File: config.mk
export PLATFORM = sky130hd
export DESIGN_NAME = pipe_ctrl_flat
export DESIGN_NICKNAME = d
export VERILOG_FILES = /design/src/rtl/pipe_ctrl_pkg.sv /design/src/rtl/pipe_ctrl_if.sv /design/src/rtl/pipe_ctrl_wdog.sv /design/src/rtl/pipe_ctrl.sv /design/src/flat_wrapper.sv
export SDC_FILE = /design/constraint.sdc
export NUM_CORES = 1
export LEC_CHECK = 0
export BUFFER_PORTS_ARGS = -buffer_cell sky130_fd_sc_hd__buf_2
export CAP_MARGIN = 20
export CELL_PAD_IN_SITES_DETAIL_PLACEMENT = 0
export CELL_PAD_IN_SITES_GLOBAL_PLACEMENT = 2
export CORE_MARGIN = 2
export CORE_UTILIZATION = 24
export CTS_CLUSTER_DIAMETER = 30
export DETAILED_ROUTE_END_ITERATION = 6
export PLACE_DENSITY_LB_ADDON = 0.15
export SETUP_SLACK_MARGIN = 0.02
export SLEW_MARGIN = 20
export SYNTH_ARGS = -nofsm -noshare
export SYNTH_HDL_FRONTEND = slang
export SYNTH_HIERARCHICAL = 1
export SYNTH_SLANG_ARGS = --single-unit
File: constraint.sdc
create_clock -name clk -period 3.9 [get_ports clk]
set_input_delay 0.585 -clock clk [delete_from_list [all_inputs] [get_ports clk]]
set_output_delay 0.585 -clock clk [all_outputs]
set_load 0.05 [all_outputs]
File: src/rtl/pipe_ctrl_pkg.sv
// Shared encodings and helpers for the pipeline stall/flush controller.
// Stall/flush vectors: bit 0 = PC stage, higher bits = later stages.
package pipe_ctrl_pkg;

  localparam logic Stop      = 1'b1;
  localparam logic NoStop    = 1'b0;
  localparam logic RstEnable = 1'b1;

  localparam int unsigned MASK_W = 32;

  typedef enum logic {
    FSM_IDLE = 1'b0,
    FSM_PEND = 1'b1
  } flush_state_e;

  // Stall mask covering stages [s:0].
  function automatic logic [MASK_W-1:0] stage_mask(input int unsigned s);
    return (MASK_W'(2) << s) - MASK_W'(1);
  endfunction

  // Flush mask covering stages below k.
  function automatic logic [MASK_W-1:0] flush_mask(input int unsigned k);
    return (MASK_W'(1) << k) - MASK_W'(1);
  endfunction

endpackage

File: src/rtl/pipe_ctrl_if.sv
// Handshake bundle between the pipeline and pipe_ctrl.
// master = pipeline side (drives requests), slave = pipe_ctrl.
interface pipe_ctrl_if #(
  parameter int unsigned NUM_STAGES = 6,
  parameter int unsigned SW         = 3,
  parameter int unsigned NUM_REQ    = 2,
  parameter int unsigned CNT_W      = 32
);
  logic                  rdy_in;
  logic                  glob_stall_i;
  logic [NUM_REQ-1:0]    req_i;
  logic                  flush_req_i;
  logic [SW-1:0]         flush_stage_i;
  logic                  clr_timeout_i;
  logic [NUM_STAGES-1:0] stall;
  logic [NUM_STAGES-1:0] flush;
  logic                  flush_pending;
  logic                  stall_timeout;
  logic [CNT_W-1:0]      stall_cycles;
  logic [CNT_W-1:0]      flush_count;

  modport master (
    output rdy_in, glob_stall_i, req_i, flush_req_i, flush_stage_i, clr_timeout_i,
    input  stall, flush, flush_pending, stall_timeout, stall_cycles, flush_count
  );

  modport slave (
    input  rdy_in, glob_stall_i, req_i, flush_req_i, flush_stage_i, clr_timeout_i,
    output stall, flush, flush_pending, stall_timeout, stall_cycles, flush_count
  );
endinterface

File: src/rtl/pipe_ctrl_wdog.sv
// Consecutive-stall watchdog: saturating run counter with a sticky,
// clearable timeout flag.
module pipe_ctrl_wdog
  import pipe_ctrl_pkg::*;
#(
  parameter int unsigned TIMEOUT_CYCLES = 1024
) (
  input  logic clk,
  input  logic rst,
  input  logic stall_any,
  input  logic clr,
  output logic timeout
);
  localparam int unsigned CW = $clog2(TIMEOUT_CYCLES + 1);
  localparam logic [CW-1:0] LIMIT = CW'(TIMEOUT_CYCLES);

  logic [CW-1:0] cnt;
  logic          fire;

  assign fire = (cnt == LIMIT);

  always_ff @(posedge clk) begin
    if (rst == RstEnable) begin
      cnt     <= '0;
      timeout <= 1'b0;
    end else begin
      if (clr)
        timeout <= 1'b0;
      else if (fire)
        timeout <= 1'b1;
      // A clear that coincides with the fire condition also restarts the run.
      if ((clr && fire) || !stall_any)
        cnt <= '0;
      else if (!fire)
        cnt <= cnt + CW'(1);
    end
  end
endmodule

File: src/rtl/pipe_ctrl.sv
// Pipeline hazard/stall controller: merges stall sources, sequences flushes
// (deferred while globally stalled) and runs a stall watchdog.
// Optional perf counters: define PIPE_CTRL_PERF_CNT_EN.
module pipe_ctrl
  import pipe_ctrl_pkg::*;
#(
  parameter int unsigned           NUM_STAGES     = 6,
  parameter int unsigned           SW             = 3,
  parameter int unsigned           NUM_REQ        = 2,
  parameter logic [NUM_REQ*SW-1:0] REQ_STAGE      = {3'd3, 3'd2},
  parameter int unsigned           TIMEOUT_CYCLES = 1024,
  parameter int unsigned           CNT_W          = 32
) (
  input logic       clk,
  input logic       rst,
  pipe_ctrl_if.slave bus
);
  flush_state_e          state;
  logic [SW-1:0]         pend_k;
  logic [SW-1:0]         flush_k;
  logic                  g_stall;
  logic                  flush_fire;
  logic [NUM_STAGES-1:0] local_stall;
  logic [NUM_STAGES-1:0] fmask;
  logic [NUM_STAGES-1:0] stall_v;
  logic [NUM_STAGES-1:0] flush_v;

  assign g_stall = !bus.rdy_in || bus.glob_stall_i;

  always_comb begin
    local_stall = '0;
    for (int unsigned j = 0; j < NUM_REQ; j++)
      if (bus.req_i[j])
        local_stall |= NUM_STAGES'(stage_mask(32'(REQ_STAGE[j*SW +: SW])));
  end

  // A queued flush is released on the first unstalled cycle, merged with
  // any redirect arriving in that same cycle.
  always_comb begin
    flush_fire = 1'b0;
    flush_k    = '0;
    if (!g_stall) begin
      if (state == FSM_PEND) begin
        flush_fire = 1'b1;
        flush_k    = (bus.flush_req_i && bus.flush_stage_i > pend_k) ? bus.flush_stage_i : pend_k;
      end else if (bus.flush_req_i) begin
        flush_fire = 1'b1;
        flush_k    = bus.flush_stage_i;
      end
    end
    fmask = flush_fire ? NUM_STAGES'(flush_mask(32'(flush_k))) : '0;
  end

  // Flushed stages must load bubbles, so flush overrides their stall.
  assign stall_v = (rst == RstEnable) ? '0 : ((g_stall ? '1 : local_stall) & ~fmask);
  assign flush_v = (rst == RstEnable) ? '0 : fmask;

  always_ff @(posedge clk) begin
    if (rst == RstEnable) begin
      state  <= FSM_IDLE;
      pend_k <= '0;
    end else begin
      case (state)
        FSM_IDLE:
          if (bus.flush_req_i && g_stall) begin
            state  <= FSM_PEND;
            pend_k <= bus.flush_stage_i;
          end
        FSM_PEND:
          if (!g_stall)
            state <= FSM_IDLE;
          else if (bus.flush_req_i && bus.flush_stage_i > pend_k)
            pend_k <= bus.flush_stage_i;
        default: state <= FSM_IDLE;
      endcase
    end
  end

  assign bus.stall         = stall_v;
  assign bus.flush         = flush_v;
  assign bus.flush_pending = (state == FSM_PEND);

  pipe_ctrl_wdog #(
    .TIMEOUT_CYCLES(TIMEOUT_CYCLES)
  ) u_wdog (
    .clk      (clk),
    .rst      (rst),
    .stall_any(|stall_v),
    .clr      (bus.clr_timeout_i),
    .timeout  (bus.stall_timeout)
  );

`ifdef PIPE_CTRL_PERF_CNT_EN
  logic [CNT_W-1:0] stall_cnt;
  logic [CNT_W-1:0] flush_cnt;

  always_ff @(posedge clk) begin
    if (rst == RstEnable) begin
      stall_cnt <= '0;
      flush_cnt <= '0;
    end else begin
      if (|stall_v)
        stall_cnt <= stall_cnt + CNT_W'(1);
      if (flush_fire)
        flush_cnt <= flush_cnt + CNT_W'(1);
    end
  end

  assign bus.stall_cycles = stall_cnt;
  assign bus.flush_count  = flush_cnt;
`else
  assign bus.stall_cycles = '0;
  assign bus.flush_count  = '0;
`endif

endmodule
File: src/flat_wrapper.sv
// flat-port wrapper written by rule: the top's interface ports become plain ports
module pipe_ctrl_flat import pipe_ctrl_pkg::*;
#(
  parameter int unsigned           NUM_STAGES     = 6,
  parameter int unsigned           SW             = 3,
  parameter int unsigned           NUM_REQ        = 2,
  parameter logic [NUM_REQ*SW-1:0] REQ_STAGE      = {3'd3, 3'd2},
  parameter int unsigned           TIMEOUT_CYCLES = 1024,
  parameter int unsigned           CNT_W          = 32
)
  (clk, rst, bus_rdy_in, bus_glob_stall_i, bus_req_i, bus_flush_req_i, bus_flush_stage_i, bus_clr_timeout_i, bus_stall, bus_flush, bus_flush_pending, bus_stall_timeout, bus_stall_cycles, bus_flush_count);
  pipe_ctrl_if #(.NUM_STAGES(NUM_STAGES), .SW(SW), .NUM_REQ(NUM_REQ), .CNT_W(CNT_W)) bus_i ();
  input logic clk;
  input logic rst;
  input wire logic [$bits(bus_i.rdy_in)-1:0] bus_rdy_in;
  input wire logic [$bits(bus_i.glob_stall_i)-1:0] bus_glob_stall_i;
  input wire logic [$bits(bus_i.req_i)-1:0] bus_req_i;
  input wire logic [$bits(bus_i.flush_req_i)-1:0] bus_flush_req_i;
  input wire logic [$bits(bus_i.flush_stage_i)-1:0] bus_flush_stage_i;
  input wire logic [$bits(bus_i.clr_timeout_i)-1:0] bus_clr_timeout_i;
  output wire logic [$bits(bus_i.stall)-1:0] bus_stall;
  output wire logic [$bits(bus_i.flush)-1:0] bus_flush;
  output wire logic [$bits(bus_i.flush_pending)-1:0] bus_flush_pending;
  output wire logic [$bits(bus_i.stall_timeout)-1:0] bus_stall_timeout;
  output wire logic [$bits(bus_i.stall_cycles)-1:0] bus_stall_cycles;
  output wire logic [$bits(bus_i.flush_count)-1:0] bus_flush_count;
  assign bus_i.rdy_in = bus_rdy_in;
  assign bus_i.glob_stall_i = bus_glob_stall_i;
  assign bus_i.req_i = bus_req_i;
  assign bus_i.flush_req_i = bus_flush_req_i;
  assign bus_i.flush_stage_i = bus_flush_stage_i;
  assign bus_i.clr_timeout_i = bus_clr_timeout_i;
  assign bus_stall = bus_i.stall;
  assign bus_flush = bus_i.flush;
  assign bus_flush_pending = bus_i.flush_pending;
  assign bus_stall_timeout = bus_i.stall_timeout;
  assign bus_stall_cycles = bus_i.stall_cycles;
  assign bus_flush_count = bus_i.flush_count;
  pipe_ctrl #(.NUM_STAGES(NUM_STAGES), .SW(SW), .NUM_REQ(NUM_REQ), .REQ_STAGE(REQ_STAGE), .TIMEOUT_CYCLES(TIMEOUT_CYCLES), .CNT_W(CNT_W)) u_core (.clk(clk), .rst(rst), .bus(bus_i));
endmodule
==> results.md, run 1 <==
- Run status: finished, final reports clean
- Total grt overflow: 0
- Mean Syn Cell Area: 7.81 um2
- Port Buf Inserts: 24
- Final core utilization: 25.5%
- M1 GR Usage: 13.1%
- Post-synth EDFFs: 0
- Die Wd: 88.1 um
- Critical Path End Type: output pin
- Worst Max-Slew Pin Slew: 0.607 ns
- CP Depth: 13
- Share of layout cells above drive strength 1: 16.7%
- Area grow syn2layout: 2.58%
- Die Height: 88.1 um
- Commonest cells after routing, fill and taps aside: conb_1 (64), buf_2 (23), dfxtp_1 (16), nor2_1 (15), a21oi_1 (14)
- Worst Path Max Fanout: 6
- Final WS setup: 0.215 ns
- Yosys warnings: 6
- Core Area: 6830 um2
- RSZ-0062 raised after global routing: false
- Post-route cell area: 1740 um2
- Mean routed wirelength per cell: 10.5 um
- Clock Skew: 0.00111 ns
- Worst Path Required: 3.31 ns
- Post-CTS setup buffer count: 0
- Max-slew violations: 0
- ANT nets after route: 0
- Lkg Pwr: 0.799 nW
- Root buffer cell: clkbuf_8
- Worst path top cell family by delay: compound AO/OA/AOI/OAI gates
- Max incr delay on CP: 0.32 ns
- Mapped Area: 1700 um2
- Clk sinks: 16
- Yosys top cell by area: buf_4
- CP startpoint kind: input port
- Vias in the first global route: 1138
- Inserted Clock Buffers: 3
- # DRC: 0
- CTS tree: yes
- Max-Cap Viols: 0
- Sequential area share after synthesis: 18.9%
- Met2 Use GR: 13.9%
- Initial antenna violation count: 0
- Maximum root-to-sink buffer count: 2
- Ant. Diodes: 0
- Ports: 89
- Worst skew pair latency: 0.25 ns
- Seq cells post-synth: 16
- Layout Nets: 257
- Area contributors post-synth: buf_4 (29%), dfxtp_1 (19%), ha_1 (4.4%), a21oi_1 (4.1%), o31ai_1 (3.5%)
- Hold depth: 2
- GR peak layer: met2
- Dpl hpwl: 2.84 mm
- Via density: 4.00
- H-tree depth: 1
- Met3 Usage GRT: 1.13%
- Peak supply drop: 0.0676 mV
- Worst Path Buf+Inv: 3
- CP max stage cell: ha_1
- Worst Path Class, Setup: input port to output pin
- DR pass1 iterations: 4
- Post-synth top area share: 28.8%
- Worst path most repeated cell: ha_1
- Crit path DAT: 3.10 ns
- Final Critical Period: 3.69 ns
- RePlAce Congestion: 0.705
- Synth unique cells: 47
- Initial Utilization: 24.8%
- Hold Path Class: register to register
- Hold_ws: 0.491 ns
- CP Cell Sequence: buf_2 -> ha_1 -> and3b_1 -> o21ai_4 -> a21oi_1 -> or2_1 -> o21a_1 -> ha_1 -> inv_1 -> nand3_1 -> a2bb2oi_1 -> o32ai_2 -> buf_4
- Cells after Synth: 217
- FMAX: 271 MHz
- CTS Hold Bufs: 0
- FF-to-FF path depth: 14
- CTS clk-pin slew, worst paths: 0.06 ns
- Post-Place Cell Area: 1670 um2
- Largest net degree at the start of global routing: 13
- Drt initial violations: 59
- Async S/R FF share, synth: 0%
- Max transition margin: 59.0%
- Row count: 30
- Tcrit/Tclk final: 94.5%
- Vias: 1341
- Ys flop type: dfxtp_1
- Setup-failing EPs final: 0
- Final hold violations: 0
- GRT Total Usage: 9.17%
- Commonest non-fill, non-tap cell in the layout: conb_1
- First-pass GRT wire length: 5.55 mm
- Final TNS setup: 0 ns
- DRT Wirelength: 3.52 mm
- Die footprint: 7750 um2
- Worst Setup Slack post-DPL: 0.143 ns
- PD cells: 327 nW/um2
- CTS resizes: 0
[where the power goes]
part,internal [mW],leakage [nW],switching [mW],total [mW]
clock,0.0895,0.0288,0.0566,0.146
sequential,0.168,0.130,0.00681,0.175
combinational,0.0390,0.641,0.208,0.247
[synthesized netlist by cell type, drive strengths merged (3+ instances only)]
| cell type | number |
|---|---|
| a21o | 5 |
| a21oi | 14 |
| and2 | 3 |
| buf | 67 |
| dfxtp | 16 |
| ha | 6 |
| inv | 11 |
| mux2i | 3 |
| nand2 | 9 |
| nand3 | 11 |
| nor2 | 15 |
| o21ai | 6 |
| o31ai | 8 |
| or4 | 4 |
| xor2 | 3 |
[per-stage QoR]
stage	instances	total power, mW
3_5_place_dp	331	0.422
5_1_grt	335	0.600
3_3_place_gp	331	0.425
6_report	335	0.568
4_1_cts	335	0.573
2_1_floorplan	280	0.445
[flip-flops by register name (all words and copies together), names as in the netlist]
register                  flops
u_core/u_wdog/timeout         1
u_core/bus.flush_pending      1
u_core/pend_k                 3
u_core/u_wdog/cnt            11
[layer usage]
layer | up-vias | part of all wire, %
met5 | - | 0
met4 | 0 | 1.8
met3 | 4 | 6.1
met2 | 60 | 43
met1 | 607 | 49
li1 | 670 | -
[kinds of logic (layout without fill, tap and decap cells)]
family          after synthesis  count (layout)  synth area share [%]
flops                        16              16                  18.9
compound gates               46              46                  20.8
xor+xnor                      4               4                  2.07
other cells                   1              64                 0.221
fa+ha+maj                     6               6                  4.43
mux                           3               3                  1.77
simple gates                 61              61                  19.6
buf+inv                      80              39                  32.3
[path summary, 6_finish.rpt]
| check | start | endpoint | slack (ns) |
|---|---|---|---|
| setup / recovery | bus_flush_stage_i[2] | bus_flush[4] | 0.21 |
| hold / removal | u_core/u_wdog/cnt[10] | u_core/u_wdog/cnt[10] | 0.49 |
| setup reg to reg | u_core/pend_k[2] | u_core/u_wdog/cnt[0] | 0.50 |
| hold reg to reg | u_core/u_wdog/cnt[10] | u_core/u_wdog/cnt[10] | 0.49 |
[area by class of cell]
type | count | area [um2]
Fill cell | 786 | 5090
Tap cell | 96 | 120
Sequential cell | 16 | 320
Clock buffer | 4 | 55.1
Inverter | 11 | 41.3
Timing Repair Buffer | 24 | 123
Multi-Input combinational cell | 184 | 1080
[worst min-delay path: stages, from the launching register on]
cell     delay, ns
dfxtp_1       0.33
o31ai_1       0.06
a21oi_1       0.05
No activity file was read; power rests on OpenSTA's default activity.
==> run 2, diff against run 1 <==
--- a/config.mk
+++ b/config.mk
@@ -9,7 +9,7 @@
 export CAP_MARGIN = 20
 export CELL_PAD_IN_SITES_DETAIL_PLACEMENT = 0
 export CELL_PAD_IN_SITES_GLOBAL_PLACEMENT = 2
-export CORE_MARGIN = 2
+export CORE_MARGIN = 3
 export CORE_UTILIZATION = 24
 export CTS_CLUSTER_DIAMETER = 30
 export DETAILED_ROUTE_END_ITERATION = 6
==> constraint.sdc (replaced) <==
create_clock -name clk -period 3.9 [get_ports clk]
set_input_delay 0.585 -clock clk [delete_from_list [all_inputs] [get_ports clk]]
set_output_delay 0.585 -clock clk [all_outputs]
set_load 0.005 [all_outputs]
==> run 2 against run 1 <==
  * Core utilization down 0.46 points
  * Count of clock-buffer cells in the layout down 1
  * Wire length up 3.8%
  * Sequential cell count unchanged
  * Critical path depth unchanged
  * Design area down 1.8%
  * Setup slack better by 0.11 ns
  * Cell count down 0.30%
  * Sequential share of layout area up 0.34 points
  * Power down 29%
  * Via count up 2.5%
  * Combinational power down 58%
==> results.md, run 2 (synthesis results as in run 1) <==
- RePlAce Congestion: 0.729 (was 0.705)
- Ant. Diodes: 0 (unchanged)
- Die footprint: 8110 um2 (was 7750 um2)
- Run status: finished, final reports clean (unchanged)
- DRT Wirelength: 3.65 mm (was 3.52 mm)
- Clock Skew: 0.00231 ns (was 0.00111 ns)
- Total grt overflow: 0 (unchanged)
- CP startpoint kind: input port (unchanged)
- CTS Hold Bufs: 0 (unchanged)
- Largest net degree at the start of global routing: 13 (unchanged)
- Peak supply drop: 0.0770 mV (was 0.0676 mV)
- Die Wd: 90.1 um (was 88.1 um)
- FMAX: 279 MHz (was 271 MHz)
- Setup-failing EPs final: 0 (unchanged)
- Post-Place Cell Area: 1670 um2 (about the same)
- Worst Path Buf+Inv: 3 (unchanged)
- RSZ-0062 raised after global routing: false (unchanged)
- Max-slew violations: 0 (unchanged)
- CTS resizes: 0 (unchanged)
- Post-CTS setup buffer count: 0 (unchanged)
- Worst path top cell family by delay: compound AO/OA/AOI/OAI gates (unchanged)
- Critical Path End Type: output pin (unchanged)
- Root buffer cell: clkbuf_8 (unchanged)
- Clk sinks: 16 (unchanged)
- Worst Path Required: 3.31 ns (about the same)
- Via density: 4.11 (was 4.00)
- Initial antenna violation count: 0 (unchanged)
- Lkg Pwr: 0.790 nW (was 0.799 nW)
- Worst Path Max Fanout: 6 (unchanged)
- Post-route cell area: 1710 um2 (was 1740 um2)
- Fillcell total: 791 (was 786)
- Crit path DAT: 2.99 ns (was 3.10 ns)
- Worst Max-Slew Pin Slew: 0.679 ns (was 0.607 ns)
- Commonest cells after routing, fill and taps aside: conb_1 (64), buf_2 (24), dfxtp_1 (16), nor2_1 (15), a21oi_1 (14) (was conb_1 (64), buf_2 (23), dfxtp_1 (16), nor2_1 (15), a21oi_1 (14))
- Largest Register: u_core/u_wdog/cnt (unchanged)
- Max incr delay on CP: 0.32 ns (about the same)
- ANT nets after route: 0 (unchanged)
- Vias: 1374 (was 1341)
- Area grow syn2layout: 0.738% (was 2.58%)
- CTS clk-pin slew, worst paths: 0.06 ns (about the same)
- Inserted Clock Buffers: 3 (unchanged)
- Max transition margin: 54.1% (was 59.0%)
- Final Critical Period: 3.58 ns (was 3.69 ns)
- Hold Path Class: register to register (unchanged)
- Ports: 89 (unchanged)
- Layout Nets: 257 (unchanged)
- Max reg flops: 11 (unchanged)
- Final TNS setup: 0 ns (unchanged)
- H-tree depth: 1 (unchanged)
- Core Area: 6830 um2 (unchanged)
- CP max stage cell: ha_1 (unchanged)
- Row count: 30 (unchanged)
- Mean routed wirelength per cell: 10.9 um (was 10.5 um)
- Commonest non-fill, non-tap cell in the layout: conb_1 (unchanged)
- PD cells: 236 nW/um2 (was 327 nW/um2)
- Vias in the first global route: 1191 (was 1138)
- Max-Cap Viols: 0 (unchanged)
- Dpl hpwl: 3.00 mm (was 2.84 mm)
- Worst Setup Slack post-DPL: 0.257 ns (was 0.143 ns)
- Port Buf Inserts: 24 (unchanged)
- Final WS setup: 0.320 ns (was 0.215 ns)
- Drt initial violations: 23 (was 59)
- Share of layout cells above drive strength 1: 16.0% (was 16.7%)
- Tcrit/Tclk final: 91.8% (was 94.5%)
- Final hold violations: 0 (unchanged)
- Worst skew pair latency: 0.25 ns (about the same)
- Maximum root-to-sink buffer count: 2 (unchanged)
- # DRC: 0 (unchanged)
- DR pass1 iterations: 4 (unchanged)
- GRT Total Usage: 8.78% (was 9.17%)
- Worst Path Class, Setup: input port to output pin (unchanged)
- Tot Pwr: 0.403 mW (was 0.568 mW)
- CTS tree: yes (unchanged)
- Hold_ws: 0.490 ns (was 0.491 ns)
- Initial Utilization: 24.8% (unchanged)
- CP Cell Sequence: buf_2 -> ha_1 -> and3b_1 -> o21ai_2 -> a21oi_1 -> or2_1 -> o21a_1 -> ha_1 -> inv_1 -> nand3_1 -> a2bb2oi_1 -> o32ai_1 -> buf_2 (was buf_2 -> ha_1 -> and3b_1 -> o21ai_4 -> a21oi_1 -> or2_1 -> o21a_1 -> ha_1 -> inv_1 -> nand3_1 -> a2bb2oi_1 -> o32ai_2 -> buf_4)
- Die Height: 90.1 um (was 88.1 um)
- Largest registers: u_core/u_wdog/cnt (11), u_core/pend_k (3) (unchanged)
- First-pass GRT wire length: 5.88 mm (was 5.55 mm)
==> run 2: metal layers <==
layer	wire length (um)	up-vias	part of all wire (%)	track usage, %
li1	-	669	-	-
met1	1720	635	47	12.2
met2	1580	66	43	13.6
met3	306	4	8.4	1.59
met4	47	0	1.3	3.06
met5	0	-	0	0
==> run 2: layout make-up <==
| type | count | area (um2) | area share (%) |
|---|---|---|---|
| Tap cell | 96 | 120 | 7.03 |
| Sequential cell | 16 | 320 | 18.8 |
| Clock buffer | 3 | 41.3 | 2.42 |
| Timing Repair Buffer | 24 | 120 | 7.03 |
| Inverter | 11 | 41.3 | 2.42 |
| Multi-Input combinational cell | 184 | 1060 | 62.3 |
==> run 2: path summary, 6_finish.rpt <==
path	start	to	slack [ns]	cells after the start
worst max register to register	u_core/pend_k[2]	u_core/u_wdog/cnt[0]	0.55	14
worst max-delay path	bus_flush_stage_i[2]	bus_flush[4]	0.32	13
worst min register to register	u_core/u_wdog/cnt[10]	u_core/u_wdog/cnt[10]	0.49	2
worst min-delay path	u_core/u_wdog/cnt[10]	u_core/u_wdog/cnt[10]	0.49	2
==> run 2: where the power goes <==
part / total [mW] / internal (mW) / switching, mW
Clock: 0.124 / 0.0685 / 0.0560
Sequential: 0.175 / 0.168 / 0.00652
Combinational: 0.104 / 0.0375 / 0.0666
==> run 2: tightest hold or removal path: stages, from the launching register on <==
cell	delay (ns)
dfxtp_1	0.33
o31ai_1	0.06
a21oi_1	0.05
==> run 2: per-stage QoR <==
stage | utilization [%] | cells
after CTS | 25.0 | 334
after detailed placement | 24.4 | 331
after global placement | 24.4 | 331
final | 25.0 | 334
after global routing | 25.0 | 334
after floorplan | - | 280
